$ cat config.mk
export PLATFORM = sky130hd
export DESIGN_NAME = pc_sequencer
export DESIGN_NICKNAME = d
export VERILOG_FILES = /design/src/rtl/pc_pkg.sv /design/src/rtl/ras_stack.sv /design/src/rtl/pc_sequencer.sv
export SDC_FILE = /design/constraint.sdc
export NUM_CORES = 1
export LEC_CHECK = 0
export ABC_AREA = 1
export ABC_CLOCK_PERIOD_IN_PS = 10250
export CAP_MARGIN = 20
export CORE_MARGIN = 10
export CORE_UTILIZATION = 32
export CTS_CLUSTER_DIAMETER = 200
export DETAILED_ROUTE_END_ITERATION = 16
export GPL_ROUTABILITY_DRIVEN = 0
export GPL_TIMING_DRIVEN = 1
export HOLD_SLACK_MARGIN = 0.05
export PLACE_DENSITY_LB_ADDON = 0.08
export SLEW_MARGIN = 40
export SYNTH_ARGS = -nofsm -noshare
export SYNTH_HDL_FRONTEND = slang
export SYNTH_HIERARCHICAL = 1
export SYNTH_SLANG_ARGS = --single-unit
export TNS_END_PERCENT = 20
$ cat constraint.sdc
create_clock -name Clk -period 10.25 [get_ports Clk]
set_input_delay 2.5625 -clock Clk [delete_from_list [all_inputs] [get_ports Clk]]
set_output_delay 2.5625 -clock Clk [all_outputs]
set_load 0.01 [all_outputs]
$ cat src/rtl/pc_pkg.sv
// rtl/pc_pkg.sv - shared types and default vectors for the fetch PC sequencer
package pc_pkg;

    localparam logic [31:0] PC_RESET_VECTOR_DEFAULT = 32'h0000_0000;
    localparam logic [31:0] PC_EXC_VECTOR_DEFAULT   = 32'h8000_0180;

    typedef enum logic [1:0] {
        BOOT,
        RUN,
        EXC_BUBBLE
    } pc_state_e;

    typedef enum logic [2:0] {
        SRC_HOLD,
        SRC_SEQ,
        SRC_JUMP,
        SRC_BRANCH,
        SRC_RAS,
        SRC_EXC
    } pc_src_e;

endpackage

$ cat src/rtl/ras_stack.sv
// rtl/ras_stack.sv - circular return-address stack; a push when full overwrites the oldest entry
module ras_stack #(
    parameter int WIDTH     = 32,
    parameter int RAS_DEPTH = 4
) (
    input  logic             clk_i,
    input  logic             rst_ni,
    input  logic             push_i,
    input  logic [WIDTH-1:0] push_data_i,
    input  logic             pop_i,
    input  logic             clear_i,
    output logic [WIDTH-1:0] top_o,
    output logic             empty_o,
    output logic             full_o
);

    localparam int PTR_W = $clog2(RAS_DEPTH);
    localparam int CNT_W = PTR_W + 1;

    logic [WIDTH-1:0] mem_q [RAS_DEPTH];
    logic [PTR_W-1:0] ptr_q;
    logic [CNT_W-1:0] cnt_q;

    assign empty_o = (cnt_q == '0);
    assign full_o  = (cnt_q == CNT_W'(RAS_DEPTH));
    assign top_o   = mem_q[ptr_q - PTR_W'(1)];

    // ptr_q is the next write slot; the pointer keeps rotating even when full
    always_ff @(posedge clk_i or negedge rst_ni) begin
        if (!rst_ni) begin
            ptr_q <= '0;
            cnt_q <= '0;
        end else if (clear_i) begin
            cnt_q <= '0;
        end else if (pop_i && !empty_o) begin
            ptr_q <= ptr_q - PTR_W'(1);
            cnt_q <= cnt_q - CNT_W'(1);
        end else if (push_i) begin
            ptr_q <= ptr_q + PTR_W'(1);
            if (!full_o) begin
                cnt_q <= cnt_q + CNT_W'(1);
            end
        end
    end

    always_ff @(posedge clk_i) begin
        if (push_i && !clear_i && !pop_i) begin
            mem_q[ptr_q] <= push_data_i;
        end
    end

endmodule

$ cat src/rtl/pc_sequencer.sv
// rtl/pc_sequencer.sv - fetch PC register with priority next-PC selection, boot/exception bubble and RAS
module pc_sequencer
    import pc_pkg::*;
#(
    parameter int               WIDTH        = 32,
    parameter int               INC          = 4,
    parameter logic [WIDTH-1:0] RESET_VECTOR = WIDTH'(PC_RESET_VECTOR_DEFAULT),
    parameter logic [WIDTH-1:0] EXC_VECTOR   = WIDTH'(PC_EXC_VECTOR_DEFAULT),
    parameter int               RAS_DEPTH    = 4
) (
    input  logic             Clk,
    input  logic             Reset,
    input  logic             Stall,
    input  logic             Exception,
    input  logic             BranchTaken,
    input  logic [WIDTH-1:0] BranchTarget,
    input  logic             Jump,
    input  logic [WIDTH-1:0] JumpTarget,
    input  logic             Call,
    input  logic             Return,
    output logic [WIDTH-1:0] PCResult,
    output logic             PCValid,
    output logic             RasEmpty,
    output logic             RasFull
);

    pc_state_e        state_q, state_d;
    logic [WIDTH-1:0] pc_q, pc_d;
    logic             valid_q;
    pc_src_e          src_sel;
    logic             ras_push, ras_pop, ras_clear;
    logic [WIDTH-1:0] ras_top;
    logic             ras_empty, ras_full;
    logic [WIDTH-1:0] pc_seq;

    assign pc_seq = pc_q + WIDTH'(INC);

    always_comb begin
        src_sel   = SRC_HOLD;
        ras_push  = 1'b0;
        ras_pop   = 1'b0;
        ras_clear = 1'b0;
        state_d   = state_q;
        unique case (state_q)
            BOOT: state_d = RUN;
            EXC_BUBBLE: begin
                if (Exception) src_sel = SRC_EXC;
                else           state_d = RUN;
            end
            RUN: begin
                if (Exception) begin
                    src_sel = SRC_EXC;
                end else if (BranchTaken) begin
                    src_sel = SRC_BRANCH;
                end else if (Stall) begin
                    src_sel = SRC_HOLD;
                // Return beats Call, but a plain Jump still beats Return
                end else if (Return && (Call || !Jump)) begin
                    if (!ras_empty) begin
                        src_sel = SRC_RAS;
                        ras_pop = 1'b1;
                    end else begin
                        src_sel = SRC_SEQ;
                    end
                end else if (Call || Jump) begin
                    src_sel  = SRC_JUMP;
                    ras_push = Call;
                end else begin
                    src_sel = SRC_SEQ;
                end
            end
            default: state_d = BOOT;
        endcase
        if (src_sel == SRC_EXC) begin
            state_d   = EXC_BUBBLE;
            ras_clear = 1'b1;
        end
    end

    always_comb begin
        pc_d = pc_q;
        unique case (src_sel)
            SRC_SEQ:    pc_d = pc_seq;
            SRC_JUMP:   pc_d = JumpTarget;
            SRC_BRANCH: pc_d = BranchTarget;
            SRC_RAS:    pc_d = ras_top;
            SRC_EXC:    pc_d = EXC_VECTOR;
            default:    pc_d = pc_q;
        endcase
    end

    always_ff @(posedge Clk or negedge Reset) begin
        if (!Reset) begin
            state_q <= BOOT;
            pc_q    <= RESET_VECTOR;
            valid_q <= 1'b0;
        end else begin
            state_q <= state_d;
            pc_q    <= pc_d;
            valid_q <= (state_d == RUN);
        end
    end

    ras_stack #(
        .WIDTH     (WIDTH),
        .RAS_DEPTH (RAS_DEPTH)
    ) u_ras (
        .clk_i       (Clk),
        .rst_ni      (Reset),
        .push_i      (ras_push),
        .push_data_i (pc_seq),
        .pop_i       (ras_pop),
        .clear_i     (ras_clear),
        .top_o       (ras_top),
        .empty_o     (ras_empty),
        .full_o      (ras_full)
    );

    assign PCResult = pc_q;
    assign PCValid  = valid_q;
    assign RasEmpty = ras_empty;
    assign RasFull  = ras_full;

endmodule

==> results.json <==
{
  "ios": 107,
  "fmax_mhz": 189,
  "dpl.hpwl_mm": 18.2,
  "drtAntennaViolNets": 0,
  "cts_resized": 0,
  "muxShareOfSynthArea": 0,
  "synth_cell_types": 39,
  "synth-simple-area-share": 0.262,
  "ir_worst_vdd_uv": 114,
  "fp.dieArea_mm2": 0.0342,
  "power.leakage_nw": 4.06,
  "routedWlPerCell_um": 19.6,
  "firstDrtPassIters": 5,
  "n_fill_cell": 2699,
  "cts_buffers": 17,
  "outcome": "finished, final reports clean",
  "die_w_um": 185,
  "worst_clock_skew_ns": 0.0118,
  "end_kind": "register",
  "grt_pass1_vias": 6878,
  "synth_edf_count": 128,
  "layoutNonFillerInstCount": 1378,
  "dr.first_iter.drc_count": 531,
  "io_buffers": 106,
  "clk_pin_slew_ns": 0.07,
  "relSlewSlack": 0.447,
  "routed_via_density": 4.90,
  "tightest_slew_ns": 0.829,
  "antenna_found_initial": 0,
  "synth_xor_area_frac": 0.0181,
  "grt_pass1_wl_mm": 41.5,
  "fin_nets": 1107,
  "yosys.area.top_type_share": 0.442,
  "crit_fanout": 24,
  "yosysTopAreaCell": "edfxtp_1",
  "netlist_instances": 923,
  "arrival_ns": 5.37,
  "diodes": 0,
  "startpoint_type": "input pin",
  "ys.warnings.count": 6,
  "ys_ff_latch": 168,
  "insertion_delay_ns": 0.43,
  "yosys.area_share.adder": 0.0167,
  "powerDensity_mw_per_mm2": 289,
  "report.final.slew_viol_count": 0,
  "num_vias": 6752,
  "dp_cells": 1345,
  "worstPathRequired_ns": 10.33,
  "initial_core_util": 0.324,
  "synth_compound_area_frac": 0.0941,
  "period_needed_ns": 5.29,
  "cts_htree_levels": 4,
  "synth_flop_cell": "edfxtp_1",
  "overflow": 0,
  "track_usage": 0.161,
  "hold_class": "register to register",
  "netlist_area_mm2": 0.00870,
  "final_common_cell": "nand2_1",
  "final_cell_mix": "nand2_1, edfxtp_1, nor2_1",
  "seqCellArea_mm2": 0.00485,
  "syn_to_final_growth_pct": 24.2,
  "die_h_um": 185,
  "clockRootBuffer": "clkbuf_16",
  "cts_setup_buffers": 0,
  "syn-num-nets": 1006,
  "hold_violations": 0,
  "coreArea_mm2": 0.0269,
  "max-cap-violations": 0,
  "postRouteWirelength_mm": 27.1,
  "synth_seq_area_share": 0.557,
  "drc": 0,
  "post-route-period-util": 0.516,
  "synth_top_family_by_area": "simple AND/OR/NAND/NOR gates",
  "cts_hold_buf": 0,
  "cts_tree": "done",
  "cts_sinks": 168,
  "multi_input_area_mm2": 0.00344,
  "drive_gt1_frac": 0.111,
  "cts_buffer_depth": 2,
  "setup_violations": 0,
  "rows": 60,
  "grt_max_degree": 69,
  "async_flop_share": 0.238,
  "crit_type": "input pin to register",
  "yosys-top-cells-area": "edfxtp_1, nand2_1, dfrtp_1",
  "setup_tns_ns": 0,
  "grt_setup_unrepaired": "no",
  "avgSynthCellArea_um2": 9.43
}
==> metal layers <==
layer / GRT usage / wire, um
met1: 0.219 / 12800
met2: 0.254 / 12500
met3: 0.0357 / 1480
met4: 0.0374 / 290
met5: 0 / 0
==> path summary, 6_finish.rpt <==
| path | from | endpoint | slack, ns | cells past startpoint |
|---|---|---|---|---|
| min in group asynchronous | Reset | state_q[0] | 2.24 | 2 |
| hold reg to reg | PCResult[0] | u_ras/mem_q[2][0] | 0.58 | 0 |
| setup reg to reg | u_ras/cnt_q[1] | u_ras/mem_q[0][19] | 6.84 | 15 |
| setup / recovery | Call | u_ras/mem_q[0][19] | 4.96 | 14 |
| max in group asynchronous | Reset | u_ras/ptr_q[0] | 7.56 | 2 |
| hold / removal | PCResult[0] | u_ras/mem_q[2][0] | 0.58 | 0 |
==> kinds of logic after synthesis <==
group / after synthesis
flops: 168
simple gates: 514
buf+inv: 89
fa+ha+maj: 11
compound gates: 123
xor+xnor: 18
==> report_power, final <==
part / internal (mW) / switching [mW]
sequential: 0.892 / 0.136
combinational: 0.499 / 0.937
clock: 0.354 / 0.301
total: 1.75 / 1.37
==> stage by stage <==
| step | power [mW] | utilization | setup slack, ns | cell area [um2] | hold WS [ns] |
|---|---|---|---|---|---|
| after floorplan | 1.94 | - | 4.76 | 8700 | 0.498 |
| after global placement | 2.47 | 0.373 | 4.33 | 10000 | 0.570 |
| after detailed placement | 2.48 | 0.379 | 4.37 | 10200 | 0.553 |
| after CTS | 3.15 | 0.401 | 4.81 | 10800 | 0.582 |
| after global routing | 3.35 | 0.402 | 4.63 | 10800 | 0.615 |
| final | 3.12 | 0.402 | 4.96 | 10800 | 0.577 |
==> worst max-delay path, stage by stage <==
cell,delay (ns)
clkdlybuf4s50_1,0.42
inv_1,0.08
nand2_1,0.08
nand3_1,0.12
nor2_1,0.08
nor2_1,0.08
nor2_1,0.05
buf_4,0.23
nand2_1,0.15
inv_1,0.12
inv_2,0.09
nand3_1,0.32
nor2_4,0.48
buf_4,0.48
==> Yosys cell counts, types with 6 or more instances <==
cell type,number
xor2_1,13
o21ai_1,11
o21ai_0,66
nand3_1,42
nand3b_1,9
dfrtp_1,40
nor2_4,21
nand2_1,276
buf_2,14
nand4_1,23
edfxtp_1,128
nor2_1,128
o22ai_1,17
ha_1,10
inv_1,43
o22ai_2,20
buf_4,6
clkbuf_1,12
==> registers in the layout (all words and copies together), names as in the netlist <==
signal,cells
PCValid,1
u_ras/cnt_q,3
u_ras/ptr_q,2
PCResult,32
u_ras/mem_q,128
state_q,2
==> cell type report <==
type                    count  share of cell area
flip-flops and latches    168               0.449
multi-input cells         666               0.318
repair buffers            121               0.121
clock buffers              18              0.0406
well taps                 341              0.0395
inverters                  50              0.0178
clock inverters            14              0.0144
Power figures use the tool's default switching activity.
